--- src/rtl/mode_sequencer.sv ---
// Purpose : owns the calculator/puzzle mode switch; debounces the raw switch, holds both modes in reset
//           with shared outputs blanked for a settle window, then releases only the selected mode.
// Latency : mode_sel/resets/out_blank update the cycle after the debounced level toggles; RUN after SETTLE_CYCLES.
// Backpr. : none; free-running control block with no handshake; switch changes are absorbed by restarting SETTLE.
//
// Ports:
//   clk            system clock
//   rst            synchronous active-low reset
//   mode_switch    raw asynchronous switch (0 = calculator, 1 = puzzle)
//   mode_sel       registered; 1 = calculator active, 0 = puzzle active
//   rst_calculator active-high reset to the calculator mode
//   rst_puzzle     active-high reset to the puzzle mode
//   out_blank      1 = top forces LCD/LED/7-seg/piezo inactive
//   busy           1 while not in RUN
//   switch_evt     one-cycle pulse per accepted mode change (never on power-up)
module mode_sequencer #(
   parameter int DEBOUNCE_CYCLES = 20000,
   parameter int SETTLE_CYCLES   = 1000,
   parameter int CNT_W           = 16
) (
   input  logic clk,
   input  logic rst,
   input  logic mode_switch,
   output logic mode_sel,
   output logic rst_calculator,
   output logic rst_puzzle,
   output logic out_blank,
   output logic busy,
   output logic switch_evt
);

   typedef enum logic [1:0] {
      ST_INIT   = 2'd0,
      ST_SETTLE = 2'd1,
      ST_RUN    = 2'd2
   } state_t;

   localparam logic [CNT_W-1:0] DEB_LAST = CNT_W'(DEBOUNCE_CYCLES - 1);
   localparam logic [CNT_W-1:0] SET_LAST = CNT_W'(SETTLE_CYCLES - 1);

   state_t           state, state_nxt;
   logic             sw_m, sw_s, sw_prev;
   logic             deb_level, deb_level_nxt;
   logic [CNT_W-1:0] deb_cnt, deb_cnt_nxt;
   logic [CNT_W-1:0] init_cnt, init_cnt_nxt;
   logic [CNT_W-1:0] set_cnt, set_cnt_nxt;
   logic             mode_sel_nxt;
   logic             switch_evt_nxt;
   logic             mode_stale;
   logic             run_nxt;
   logic             rst_calculator_nxt, rst_puzzle_nxt, out_blank_nxt;

   // ---------------------------------------------------------------------
   // Next-state / next-output logic
   // ---------------------------------------------------------------------
   always_comb begin
      state_nxt      = state;
      mode_sel_nxt   = mode_sel;
      switch_evt_nxt = 1'b0;
      deb_level_nxt  = deb_level;
      deb_cnt_nxt    = '0;
      init_cnt_nxt   = '0;
      set_cnt_nxt    = set_cnt;
      // mode_sel is the inverse of the level it was derived from, so equality
      // means the debounced switch no longer agrees with the active mode.
      mode_stale     = (deb_level == mode_sel);

      // Debounce runs only once INIT has latched a trusted level. Any cycle
      // where sw_s agrees with deb_level leaves deb_cnt at its default of 0.
      // The >= compare also bounds the count, so it can never wrap.
      if (state != ST_INIT && sw_s != deb_level) begin
         if (deb_cnt >= DEB_LAST) begin
            deb_level_nxt = ~deb_level;
         end else begin
            deb_cnt_nxt = deb_cnt + 1'b1;
         end
      end

      case (state)
         ST_INIT: begin
            if (sw_s != sw_prev) begin
               init_cnt_nxt = '0;
            end else if (init_cnt >= DEB_LAST) begin
               state_nxt     = ST_SETTLE;
               deb_level_nxt = sw_s;
               mode_sel_nxt  = ~sw_s;
               set_cnt_nxt   = '0;
            end else begin
               init_cnt_nxt = init_cnt + 1'b1;
            end
         end
         ST_SETTLE: begin
            // A toggle beats the terminal count: the window restarts rather
            // than releasing a mode that is about to be switched away from.
            if (mode_stale) begin
               mode_sel_nxt   = ~deb_level;
               switch_evt_nxt = 1'b1;
               set_cnt_nxt    = '0;
            end else if (set_cnt >= SET_LAST) begin
               state_nxt   = ST_RUN;
               set_cnt_nxt = '0;
            end else begin
               set_cnt_nxt = set_cnt + 1'b1;
            end
         end
         ST_RUN: begin
            if (mode_stale) begin
               state_nxt      = ST_SETTLE;
               mode_sel_nxt   = ~deb_level;
               switch_evt_nxt = 1'b1;
               set_cnt_nxt    = '0;
            end
         end
         default: begin
            state_nxt = ST_INIT;
         end
      endcase

      // Outputs derive from the next state so they flip on the same edge as
      // the state register; at most one reset can be released, only in RUN.
      run_nxt            = (state_nxt == ST_RUN);
      rst_calculator_nxt = ~(run_nxt & mode_sel_nxt);
      rst_puzzle_nxt     = ~(run_nxt & ~mode_sel_nxt);
      out_blank_nxt      = ~run_nxt;
   end

   // ---------------------------------------------------------------------
   // State, counters, synchroniser and registered outputs
   // ---------------------------------------------------------------------
   always_ff @(posedge clk) begin
      if (!rst) begin
         state          <= ST_INIT;
         sw_m           <= 1'b0;
         sw_s           <= 1'b0;
         sw_prev        <= 1'b0;
         deb_level      <= 1'b0;
         deb_cnt        <= '0;
         init_cnt       <= '0;
         set_cnt        <= '0;
         mode_sel       <= 1'b1;
         rst_calculator <= 1'b1;
         rst_puzzle     <= 1'b1;
         out_blank      <= 1'b1;
         busy           <= 1'b1;
         switch_evt     <= 1'b0;
      end else begin
         state          <= state_nxt;
         sw_m           <= mode_switch;
         sw_s           <= sw_m;
         sw_prev        <= sw_s;
         deb_level      <= deb_level_nxt;
         deb_cnt        <= deb_cnt_nxt;
         init_cnt       <= init_cnt_nxt;
         set_cnt        <= set_cnt_nxt;
         mode_sel       <= mode_sel_nxt;
         rst_calculator <= rst_calculator_nxt;
         rst_puzzle     <= rst_puzzle_nxt;
         out_blank      <= out_blank_nxt;
         busy           <= out_blank_nxt;
         switch_evt     <= switch_evt_nxt;
      end
   end

endmodule

--- config.mk ---
export PLATFORM = sky130hd
export DESIGN_NAME = mode_sequencer
export DESIGN_NICKNAME = d
export VERILOG_FILES = /design/src/rtl/mode_sequencer.sv
export SDC_FILE = /design/constraint.sdc
export NUM_CORES = 1
export LEC_CHECK = 0
export ABC_AREA = 1
export CORE_ASPECT_RATIO = 1.75
export CORE_MARGIN = 2
export CORE_UTILIZATION = 63
export DETAILED_ROUTE_END_ITERATION = 16
export DONT_BUFFER_PORTS = 1
export GPL_ROUTABILITY_DRIVEN = 0
export PLACE_DENSITY = 0.79
export SLEW_MARGIN = 20
export SYNTH_ARGS = -nofsm -noshare
export SYNTH_HDL_FRONTEND = slang
export SYNTH_SLANG_ARGS = --single-unit
--- constraint.sdc ---
create_clock -name clk -period 2.3 [get_ports clk]
set_clock_uncertainty 0.2 [all_clocks]
set_input_delay 0.46 -clock clk [delete_from_list [all_inputs] [get_ports clk]]
set_output_delay 0.46 -clock clk [all_outputs]
set_load 0.02 [all_outputs]
==> results_dict.tcl <==
set metrics [dict create \
    status "finished, final reports clean" \
    synth_simple_gate_area_share_pct 37.5 \
    cts_resized 0 \
    synth_top_area_share_pct 41.7 \
    vdd_drop_max_v 0.000584 \
    dieArea_sq_um 5070 \
    top_usage_layer "met2" \
    area_growth_pct 10.5 \
    async_flop_share_pct 0 \
    hold_viol 0 \
    synth.largest_area_cell "dfxtp_1" \
    pin_count 9 \
    first_iter_violations 81 \
    fin_cells 462 \
    grt_pass1_vias 2323 \
    ys_ff_latch 59 \
    use_met3_pct 7.26 \
    p_sw_w 0.000551 \
    synth_cell_type_count 34 \
    worstSkewPairLatency_ns 0.34 \
    seq_area_sq_um 1180 \
    synth_fa_ha_area_share_pct 4.42 \
    timing.final.max_slew_violations 0 \
    multiInputGateArea_sq_um 1420 \
    p_clk_share_pct 46.7 \
    comb_power_share_pct 6.7 \
    n_antenna_cell 0 \
    die_w_um 54.7 \
    cap_violations 0 \
    max-clock-path-buffers 2 \
    met2_usage_pct 45.5 \
    grt_pass1_wl_um 9610 \
    wl_per_cell_um 12.2 \
    fin_crit_sh_pct 86.2 \
    synth_enable_flop_cells 0 \
    power.density_nw_per_um2 720 \
    grt_max_degree 16 \
    place.port_buffers 0 \
    arrival_ns 2.06 \
    fillers 367 \
    drt-vias-per-instance 5.29 \
    drive_gt1_share_pct 9.73 \
    ys_seq_area_share_pct 41.7 \
    tns_ns 0 \
    path_class "flip-flop to flip-flop" \
    vias 2443 \
    syn_area_sq_um 2830 \
    final_nets 419 \
    cp-start-kind "flip-flop" \
    syn-mean-instance-area_sq_um 7.17 \
    final_core_util_pct 71.7 \
    postCtsSetupBuffers 0 \
    start_util_pct 64.9 \
    netlist_instances 395 \
    overflow 0 \
    clk_pin_slew_worst_paths_ns 0.07 \
    pwr-share-seq_pct 46.6 \
    synth_top_family_by_area "simple AND/OR/NAND/NOR gates" \
    ys_top_cells_by_area "dfxtp_1, nand2_1, nor2_1, inv_1, nand3_1" \
    yosys_warnings 0 \
    clock-sinks 59 \
    fmax_mhz 504 \
    cts_inserted_buffers 9 \
    rsz0062_at_grt "false" \
    die-height_um 92.7 \
    setup_violations 0 \
    synth.area.mux_share_pct 0 \
    intPower_w 0.00170 \
    ys.flop_type "dfxtp_1" \
    antenna_found_initial 0 \
    drc 0 \
    ctsRootBufferMaster "clkbuf_8" \
    hp-class "input port to flip-flop" \
    htreeDepth 3 \
    crit_path_max_fanout 12 \
    min_period_ns 1.98 \
    leakage_nw 1.32 \
    coreArea_sq_um 4360 \
    grtUsageMet1_pct 26.5 \
    grt_use_total_pct 25.8 \
    sw_frac_of_total_pct 24.5 \
    worstPathRequired_ns 2.38 \
    wl_um 5630 \
    postRouteAntennaNets 0 \
    synthXorXnorAreaFrac_pct 2.78 \
    firstDrtPassIters 5 \
    dp.cells 445 \
    crit_path_end_kind "flip-flop" \
    row_count 32 \
    cts_tree "done" \
    dp_hpwl_um 4020 \
    synth_compound_area_share_pct 5.17 \
]
worst paths after layout:
kind	cells past startpoint	to	start	slack (ns)
max	11	set_cnt[2]$_SDFFE_PN0P_	state[0]$_SDFF_PN0_	0.32
min	2	sw_s$_SDFF_PN0_	rst	0.02
max reg2reg	11	set_cnt[2]$_SDFFE_PN0P_	state[0]$_SDFF_PN0_	0.32
min reg2reg	2	sw_s$_SDFF_PN0_	sw_m$_SDFF_PN0_	0.22
sequential cells by signal (all words and copies together), names as in the netlist:
name	count
state	2
deb_cnt	16
sw_prev	1
sw_s	1
switch_evt	1
rst_puzzle	1
set_cnt	16
init_cnt	16
deb_level	1
sw_m	1
busy	1
mode_sel	1
rst_calculator	1
power groups by stage:
stage | Combinational [W] | Clock (W) | Sequential [W]
after floorplan | 0.000113 | 0 | 0.00107
after global placement | 0.000144 | 0 | 0.00107
after detailed placement | 0.000148 | 0 | 0.00107
after CTS | 0.000151 | 0.00107 | 0.00105
after global routing | 0.000169 | 0.00111 | 0.00105
final | 0.000151 | 0.00105 | 0.00105
layer usage:
metal / vias up / share of wire, %
li1: 1276 / -
met1: 1113 / 41
met2: 45 / 55
met3: 9 / 2.7
met4: 0 / 1.8
met5: - / 0
metrics by stage:
step / total power, W / hold WS, ns / setup slack (ns) / instance area (sq um)
2_1_floorplan: 0.00119 / 0.190 / 0.237 / 2840
3_3_place_gp: 0.00122 / 0.197 / 0.421 / 2890
3_5_place_dp: 0.00122 / 0.207 / 0.368 / 2890
4_1_cts: 0.00227 / 0.000144 / 0.340 / 3130
5_1_grt: 0.00233 / 0.00550 / 0.170 / 3130
6_report: 0.00225 / 0.0155 / 0.317 / 3130
cell families after synthesis:
| kind of cell | Yosys count |
|---|---|
| AND/OR/NAND/NOR | 231 |
| flip-flops | 59 |
| buffers and inverters | 58 |
| AO/OA/AOI/OAI | 27 |
| adder cells (fa/ha/maj) | 10 |
| XOR/XNOR | 9 |
| other | 1 |
critical path, stage by stage, from the launching register on:
cell     delay, ns
dfxtp_1       0.39
inv_1         0.11
ha_1          0.29
nand2_1       0.14
nand2_1       0.09
inv_2         0.15
nand2_4       0.12
inv_2         0.16
nand2_1       0.08
nand2_1       0.06
inv_1         0.04
nor2_1        0.08
what timing repair did:
item                                    4_1_cts  5_1_grt
hold buffers                                  1        0
endpoints found under the hold margin         1        0
endpoints found under the setup margin        0        0
Yosys cell counts, drive strengths merged (4+ instances only):
| library cell | instances |
|---|---|
| nor3 | 15 |
| ha | 10 |
| inv | 50 |
| buf | 4 |
| o21ai | 7 |
| dfxtp | 59 |
| nor2 | 70 |
| a21oi | 16 |
| xor2 | 6 |
| nand2 | 90 |
| nand3 | 31 |
| or2 | 4 |
| nor3b | 4 |
| nand4 | 12 |
cells in the final DEF (no fill, tap or decap), types with 2 or more instances in the layout:
cell	n
nor2_2	2
inv_1	47
a31oi_1	2
or2_2	3
ha_1	10
dfxtp_1	59
nand2_1	84
a21oi_1	15
xnor2_1	3
nor2_1	68
bufinv_16	2
clkbuf_8	9
nor4_1	2
o21ai_0	7
clkinvlp_4	2
conb_1	2
nand3_1	29
nand2_2	3
xor2_1	6
nand2_4	3
nor3_1	15
clkinv_4	2
nor3b_1	4
nand4_1	12
inv_2	3
buf_4	4
clkinv_2	2
nand3b_1	2
layout make-up:
cell class | count | area share, %
clock buffers | 9 | 3.96
flip-flops and latches | 59 | 37.8
multi-input cells | 279 | 45.4
repair buffers | 5 | 1.28
clock inverters | 7 | 3.24
inverters | 52 | 6.32
well taps | 51 | 2.04
No activity file was read; power rests on OpenSTA's default activity.
